[src/rtl/lsu_ctrl.sv]
// Load/store control unit between execute stage and a word-only data memory.
// Handles alignment checks, load extension, and read-modify-write for sub-word stores.
module lsu_ctrl (
    input  logic        clk,
    input  logic        rst_n,
    input  logic        req_valid,
    output logic        req_ready,
    input  logic        req_we,
    input  logic [2:0]  req_funct3,
    input  logic [31:0] req_addr,
    input  logic [31:0] req_wdata,
    output logic        resp_valid,
    output logic [31:0] resp_rdata,
    output logic        resp_err,
    output logic [31:0] mem_addr,
    output logic        mem_we,
    output logic [31:0] mem_wd,
    input  logic [31:0] mem_rd
);

    localparam logic [1:0] IDLE = 2'd0;
    localparam logic [1:0] RD   = 2'd1;
    localparam logic [1:0] WR   = 2'd2;
    localparam logic [1:0] RESP = 2'd3;

    logic [1:0]  state_q, state_d;
    logic        we_q, we_d;
    logic [2:0]  f3_q, f3_d;
    logic [31:0] addr_q, addr_d;
    logic [31:0] wdata_q, wdata_d;
    logic [31:0] word_q, word_d;
    logic        err_q, err_d;
    logic [31:0] rdata_q, rdata_d;
    logic        req_err;

    function automatic logic [31:0] load_ext(input logic [2:0] f3, input logic [1:0] a,
                                             input logic [31:0] w);
        logic [7:0]  b;
        logic [15:0] h;
        logic [31:0] r;
        case (a)
            2'd0:    b = w[7:0];
            2'd1:    b = w[15:8];
            2'd2:    b = w[23:16];
            default: b = w[31:24];
        endcase
        h = a[1] ? w[31:16] : w[15:0];
        case (f3)
            3'b000:  r = {{24{b[7]}}, b};
            3'b001:  r = {{16{h[15]}}, h};
            3'b100:  r = {24'd0, b};
            3'b101:  r = {16'd0, h};
            default: r = w;
        endcase
        return r;
    endfunction

    function automatic logic [31:0] store_merge(input logic [2:0] f3, input logic [1:0] a,
                                                input logic [31:0] w, input logic [31:0] d);
        logic [31:0] r;
        r = w;
        if (f3[1:0] == 2'b10) begin
            r = d;
        end else if (f3[1:0] == 2'b01) begin
            if (a[1]) r[31:16] = d[15:0];
            else      r[15:0]  = d[15:0];
        end else begin
            case (a)
                2'd0:    r[7:0]   = d[7:0];
                2'd1:    r[15:8]  = d[7:0];
                2'd2:    r[23:16] = d[7:0];
                default: r[31:24] = d[7:0];
            endcase
        end
        return r;
    endfunction

    always_comb begin
        logic illegal, misaligned;
        if (req_we) illegal = req_funct3[2] | (req_funct3 == 3'b011);
        else        illegal = (req_funct3 == 3'b011) | (req_funct3 == 3'b110) | (req_funct3 == 3'b111);
        misaligned = ((req_funct3[1:0] == 2'b01) & req_addr[0])
                   | ((req_funct3[1:0] == 2'b10) & (req_addr[1:0] != 2'b00));
        req_err = illegal | misaligned;
    end

    assign req_ready  = rst_n & (state_q == IDLE);
    assign resp_valid = (state_q == RESP);
    assign resp_err   = (state_q == RESP) & err_q;
    assign resp_rdata = rdata_q;
    assign mem_addr   = {addr_q[31:2], 2'b00};
    assign mem_we     = (state_q == WR);
    assign mem_wd     = store_merge(f3_q, addr_q[1:0], word_q, wdata_q);

    always_comb begin
        state_d = state_q;
        we_d    = we_q;
        f3_d    = f3_q;
        addr_d  = addr_q;
        wdata_d = wdata_q;
        word_d  = word_q;
        err_d   = err_q;
        rdata_d = rdata_q;
        case (state_q)
            IDLE: begin
                if (req_valid && req_ready) begin
                    we_d    = req_we;
                    f3_d    = req_funct3;
                    addr_d  = req_addr;
                    wdata_d = req_wdata;
                    err_d   = req_err;
                    if (req_err) begin
                        state_d = RESP;
                        rdata_d = '0;
                    end else if (!req_we || req_funct3[1:0] != 2'b10) begin
                        state_d = RD;
                    end else begin
                        state_d = WR;
                    end
                end
            end
            RD: begin
                word_d = mem_rd;
                if (we_q) begin
                    state_d = WR;
                end else begin
                    // Extract straight from mem_rd: same value word_q captures on this edge.
                    state_d = RESP;
                    rdata_d = load_ext(f3_q, addr_q[1:0], mem_rd);
                end
            end
            WR: begin
                state_d = RESP;
                rdata_d = '0;
            end
            default: state_d = IDLE;
        endcase
    end

    always_ff @(posedge clk or negedge rst_n) begin
        if (!rst_n) begin
            state_q <= IDLE;
            we_q    <= 1'b0;
            f3_q    <= '0;
            addr_q  <= '0;
            wdata_q <= '0;
            word_q  <= '0;
            err_q   <= 1'b0;
            rdata_q <= '0;
        end else begin
            state_q <= state_d;
            we_q    <= we_d;
            f3_q    <= f3_d;
            addr_q  <= addr_d;
            wdata_q <= wdata_d;
            word_q  <= word_d;
            err_q   <= err_d;
            rdata_q <= rdata_d;
        end
    end

endmodule

[config.mk]
export PLATFORM = sky130hd
export DESIGN_NAME = lsu_ctrl
export DESIGN_NICKNAME = d
export VERILOG_FILES = /design/src/rtl/lsu_ctrl.sv
export SDC_FILE = /design/constraint.sdc
export NUM_CORES = 1
export LEC_CHECK = 0
export CAP_MARGIN = 20
export CORE_MARGIN = 2
export CORE_UTILIZATION = 51
export DETAILED_ROUTE_END_ITERATION = 7
export GPL_ROUTABILITY_DRIVEN = 0
export PLACE_DENSITY_LB_ADDON = 0.25
export SLEW_MARGIN = 0
export SYNTH_ARGS = -nofsm -noshare
export SYNTH_HDL_FRONTEND = slang
export SYNTH_SLANG_ARGS = --single-unit
[constraint.sdc]
create_clock -name clk -period 4.05 [get_ports clk]
set_input_delay 0.81 -clock clk [delete_from_list [all_inputs] [get_ports clk]]
set_output_delay 0.81 -clock clk [all_outputs]
set_load 0.1 [all_outputs]
After elaboration in Yosys (flattened, before gate mapping)
Index checks and enable logic that the tools add are counted.
- bits in registers: 135
- output and inout port bits: 100
- word-level logic and storage cells: 68
- equal/unequal tests: 19
- muxes and demuxes: 21
- bitwise operators: 9
- reductions and logical operators: 11
- operators by type and width (operator ; number):
    2-to-1 mux 32 bit ; 5
    one-hot mux 32 bit (4 select lines) ; 1
    one-hot mux 32 bit (3 select lines) ; 1
    2-to-1 mux 16 bit ; 3
    2-to-1 mux 8 bit ; 4
    one-hot mux 8 bit (3 select lines) ; 1
    equality test 3 bit, second input constant ; 4
    equality test 2 bit, second input constant ; 5
    equality test 2 x 1 -> 1 bit, second input constant ; 4
    2-to-1 mux 2 bit ; 3
    != test 2 bit, second input constant ; 3
    one-hot mux 2 bit (3 select lines) ; 1
    bitwise OR 1 bit ; 5
    AND 1 bit ; 4
    zero test 2 bit ; 2
    AND reduction 4 bit ; 1
    equality test 3 x 1 -> 1 bit, second input constant ; 1
    equality test 3 x 2 -> 1 bit, second input constant ; 1
    zero test 3 bit ; 1
    nonzero test 3 bit ; 1
    OR reduction 3 bit ; 1
    2-to-1 mux 1 bit ; 2
    != test 2 x 1 -> 1 bit, second input constant ; 1
    AND reduction 2 bit ; 1
    other kinds (4) ; 4

Logic depth before layout (Yosys ltp)
- depth after elaboration: 8
- depth in mapped cells: 7
- depth with buffers taken out: 6

Least setup slack after synthesis
Ideal clock, no wire load.
- path type: register to output
- start point: register f3_q[0]
- end point: output port mem_wd[16]
- arrival: 3452 ps
- path slack: -212 ps
- cell stages (with the launch flop): 6
- path buffers: 1
- cell sequence: dfrtp_1 > clkbuf_1 > nor2b_1 > o21ai_2 > mux2i_1 > o21ai_0
- word-level cells in the longest chain between the ends: 3
- RTL lines (item ; line ; source):
    start, declared ; 28 ; logic [2:0] f3_q, f3_d;
    start signal, assigned ; 144 ; f3_q <= '0;
    start signal, assigned ; 153 ; f3_q <= f3_d;
    equality test 2 x 1 -> 1 bit ; 64 ; end else if (f3[1:0] == 2'b01) begin
    2-to-1 mux 32 bit ; 64 ;
    2-to-1 mux 32 bit (*) ; 62 ; if (f3[1:0] == 2'b10) begin
    end, declared ; 17 ; output logic [31:0] mem_wd,
Mark *: on every way between the ends. The rest lies on a longest branch, timed or not.

Worst setup path in the final report
- start point: register f3_q[0]
- end point: output port mem_wd[1]
Same word-level chain as after synthesis.

==> tab_implementation.tex <==
\begin{tabular}{lr}
\hline
Metric & Value \\
\hline
\multicolumn{2}{l}{\textbf{CTS}} \\
\quad Insertion delay to the later sink of the worst-skew pair & $\sim$420 ps \\
\quad Buffers inserted during post-CTS setup optimization & 0 \\
\quad Clock root cell & sky130\_fd\_sc\_hd\_\_clkbuf\_16 \\
\quad Maximum number of buffers from clock root to sink & 2 \\
\quad Clock sink total & 135 \\
\quad Resize count post-CTS & 0 \\
\quad Inserted Clock Buffers & 17 \\
\quad CTS Hold Buffers Added & 0 \\
\quad Htree depth & 4 \\
\quad Clock input transition at the sequential cells of the worst setup and hold paths & 60 ps \\
\quad TritonCTS clock tree & yes \\
\multicolumn{2}{l}{\textbf{Worst setup path}} \\
\quad Element type at the critical path start & flop \\
\quad Cell type group with the largest total delay on the critical path & compound AO/OA/AOI/OAI gates \\
\quad Crit path required time & approximately 3200 ps \\
\quad CP Buf/Inv Count & 2 \\
\quad Critical-path top delay cell & sky130\_fd\_sc\_hd\_\_dfrtp\_1 \\
\quad Type of destination of the critical path & output pin \\
\quad Cell breakdown of the critical path & nand2b\_1, o21ai\_0, buf\_4, a21oi\_2, mux2\_2, buf\_12 \\
\quad Crit path kind & flop to output pin \\
\quad Max FO, Critical Path & 14 \\
\quad Biggest cell delay along the critical path & 590 ps \\
\quad Arrival time at the worst endpoint & between 2000 and 3000 ps \\
\multicolumn{2}{l}{\textbf{Placement}} \\
\quad HPWL after detailed placement & 14100 um \\
\quad Cell Area, Placed & between 8000 and 9000 um\^{}2 \\
\quad Setup slack at placement & between 800 and 900 ps \\
\quad Port Buffer Count & 200 \\
\multicolumn{2}{l}{\textbf{Floorplanning}} \\
\quad Core box area & between 10000 and 15000 um\^{}2 \\
\quad Number of placement rows & slightly above 40 \\
\quad Area enclosed by the die boundary & between 10000 and 15000 um\^{}2 \\
\quad Initial Util & 0.527 \\
\quad Die Span Y & roughly 120 um \\
\quad Top-level port count & just over 200 \\
\quad Chip width & 119 um \\
\multicolumn{2}{l}{\textbf{Synth}} \\
\quad Number of warnings reported in the yosys synthesis log & 0 \\
\quad Mean cell area of the mapped netlist & roughly 12 um\^{}2 \\
\quad Number of synthesized flops with an enable pin & 0 \\
\quad Async set-reset flop share out of synthesis & 1.00 \\
\quad Register area share after synthesis & 0.504 \\
\quad Number of distinct standard cells referenced by the synthesized netlist & 45 \\
\quad Mapped cell area & 6710 um\^{}2 \\
\quad Synthesis-stage register bit count & 135 \\
\quad Primary FF master, synth & sky130\_fd\_sc\_hd\_\_dfrtp\_1 \\
\quad Gate Count Post-Synth & around 580 \\
\multicolumn{2}{l}{\textbf{Timing}} \\
\quad Final Hold Fails & 0 \\
\quad Final max-slew violation count & 0 \\
\quad F\_max & between 200 and 300 MHz \\
\quad Final critical-path share of the clock period & 0.906 \\
\quad Setup skew after layout & 8.64 ps \\
\quad RSZ-0062 raised after global routing & no \\
\quad Final setup violation count & 0 \\
\quad Setup TNS Final & 0 ps \\
\quad Time the worst path needs with I/O delays and setup & approximately 3700 ps \\
\quad Relative slew margins & 0.320 \\
\quad Worst Tran Pin Value & 1020 ps \\
\quad Crit path setup slack, layout & approximately 380 ps \\
\multicolumn{2}{l}{\textbf{Route}} \\
\quad Count of unresolved DRC violations after routing & 0 \\
\quad Drt pass-1 iters & 5 \\
\quad Routed vias/inst & between 5 and 6 \\
\quad Average wire per cell in the routed design & roughly 21 um \\
\quad Initial drt markers & roughly 350 \\
\quad Via count of the routed design & approximately 5300 \\
\quad Total Wirelength & between 15000 and 20000 um \\
\quad Number of routed nets with antenna violations & 0 \\
\multicolumn{2}{l}{\textbf{GRT}} \\
\quad Vias in the first global route & 5590 \\
\quad Initial antenna violation count & 0 \\
\quad GR Util All Layers & 0.276 \\
\quad Global-route wire length before repair & between 30000 and 40000 um \\
\quad GR Overflow Total & 0 \\
\quad Maximum number of pins on one net before global-route repair & 84 \\
\multicolumn{2}{l}{\textbf{Cells and area}} \\
\quad Final standard cell area without fillers & approximately 9700 um\^{}2 \\
\quad Final core utilization & 0.760 \\
\quad Ratio of cells with drive above 1 in the final layout & 0.274 \\
\quad Nets@finish & between 800 and 900 \\
\quad Ant. Diodes & 0 \\
\quad Synth-to-layout area growth & 44.1\% \\
\multicolumn{2}{l}{\textbf{Outcome}} \\
\quad Run status & completed \\
\multicolumn{2}{l}{\textbf{Worst hold path}} \\
\quad Worst hold path class & flop to flop \\
\multicolumn{2}{l}{\textbf{Run}} \\
\quad Number of max-cap violations & 0 \\
\hline
\end{tabular}
-- cell usage in the layout (no fill, tap or decap), types with 3 or more instances in the layout --
| master | instances |
|---|---|
| sky130_fd_sc_hd__o21ai_0 | 26 |
| sky130_fd_sc_hd__o21ai_1 | 14 |
| sky130_fd_sc_hd__nand3_1 | 3 |
| sky130_fd_sc_hd__clkinvlp_4 | 3 |
| sky130_fd_sc_hd__ha_1 | 4 |
| sky130_fd_sc_hd__mux2_2 | 120 |
| sky130_fd_sc_hd__o22ai_1 | 11 |
| sky130_fd_sc_hd__mux2i_1 | 17 |
| sky130_fd_sc_hd__buf_4 | 11 |
| sky130_fd_sc_hd__nor2b_1 | 4 |
| sky130_fd_sc_hd__buf_12 | 32 |
| sky130_fd_sc_hd__inv_6 | 4 |
| sky130_fd_sc_hd__nand2_1 | 65 |
| sky130_fd_sc_hd__clkbuf_16 | 17 |
| sky130_fd_sc_hd__nor2_1 | 6 |
| sky130_fd_sc_hd__bufinv_16 | 7 |
| sky130_fd_sc_hd__o221ai_1 | 5 |
| sky130_fd_sc_hd__inv_1 | 5 |
| sky130_fd_sc_hd__a22o_1 | 17 |
| sky130_fd_sc_hd__o2bb2ai_1 | 7 |
| sky130_fd_sc_hd__nand2b_1 | 11 |
| sky130_fd_sc_hd__a21oi_1 | 11 |
| sky130_fd_sc_hd__dfrtp_1 | 135 |
| sky130_fd_sc_hd__or3_1 | 3 |
| sky130_fd_sc_hd__and2_1 | 3 |
| sky130_fd_sc_hd__a221oi_1 | 14 |
| sky130_fd_sc_hd__clkdlybuf4s50_1 | 165 |
-- cell families after synthesis --
group,count (synthesis),share of synthesized area
simple gates,105,0.0728
compound gates,119,0.125
fa+ha+maj,4,0.00746
mux,139,0.230
flops,135,0.504
buf+inv,72,0.0606
other cells,1,0.000559
-- worst register-to-register path: stages (launching register included) --
cell and delay (ps):
sky130_fd_sc_hd__dfrtp_1 410, sky130_fd_sc_hd__inv_1 90, sky130_fd_sc_hd__ha_1 720, sky130_fd_sc_hd__or3b_1 430
sky130_fd_sc_hd__a211o_1 300, sky130_fd_sc_hd__a211oi_4 670, sky130_fd_sc_hd__a22o_1 260
-- routing by layer --
layer / GRT usage / part of all wire / up-vias
met3: 0.0907 / 0.087 / 42
li1: - / - / 2370
met4: 0.0878 / 0.022 / 0
met5: 0 / 0 / -
met2: 0.449 / 0.49 / 294
met1: 0.351 / 0.41 / 2623
-- synth_stat cells (7+ instances only) --
master                      instances  area share
sky130_fd_sc_hd__dfrtp_1          135        0.50
sky130_fd_sc_hd__mux2_2           120        0.20
sky130_fd_sc_hd__nand2_1           66       0.037
sky130_fd_sc_hd__o21ai_0           40       0.030
sky130_fd_sc_hd__buf_4             35       0.039
sky130_fd_sc_hd__clkbuf_1          24       0.013
sky130_fd_sc_hd__a22o_1            17       0.022
sky130_fd_sc_hd__mux2i_1           17       0.025
sky130_fd_sc_hd__a221oi_1          14       0.018
sky130_fd_sc_hd__a21oi_1           11      0.0082
sky130_fd_sc_hd__nand2b_1          11       0.010
sky130_fd_sc_hd__o22ai_1           11       0.010
sky130_fd_sc_hd__o2bb2ai_1          7      0.0091
-- path summary, 6_finish.rpt --
kind                            startpoint             end  slack [ps]  cells after the start
max in group asynchronous            rst_n       word_q[2]        2390                      4
min in group asynchronous            rst_n   resp_rdata[4]         550                      2
worst max register to register  state_q[1]  resp_rdata[18]        1100                      6
worst min-delay path            addr_q[27]      addr_q[27]         500                      1
worst min register to register  addr_q[27]      addr_q[27]         500                      1
worst max-delay path               f3_q[0]       mem_wd[1]         380                      6
-- registers in the layout (all words and copies together) (netlist names) --
name and cells:
f3_q 3, addr_q 32, wdata_q 32, we_q 1
resp_rdata 32, err_q 1, state_q 2, word_q 32
-- metrics by stage --
step / std cells / hold slack, ps
floorplan: 576 / 441
global placement: 890 / 472
detailed placement: 890 / 482
CTS: 922 / 503
global route: 924 / 509
finish: 924 / 503
-- layout make-up --
cell class	count	area [um^2]
fillers	860	3060
flip-flops and latches	135	3380
inverters	6	22.5
clock buffers	18	439
clock inverters	14	268
multi-input cells	369	2930
repair buffers	210	2410
well taps	172	215
Power is left out: the tool's default activity adds up to more than one toggle a clock period on the data nets, which glitch-free logic cannot reach.
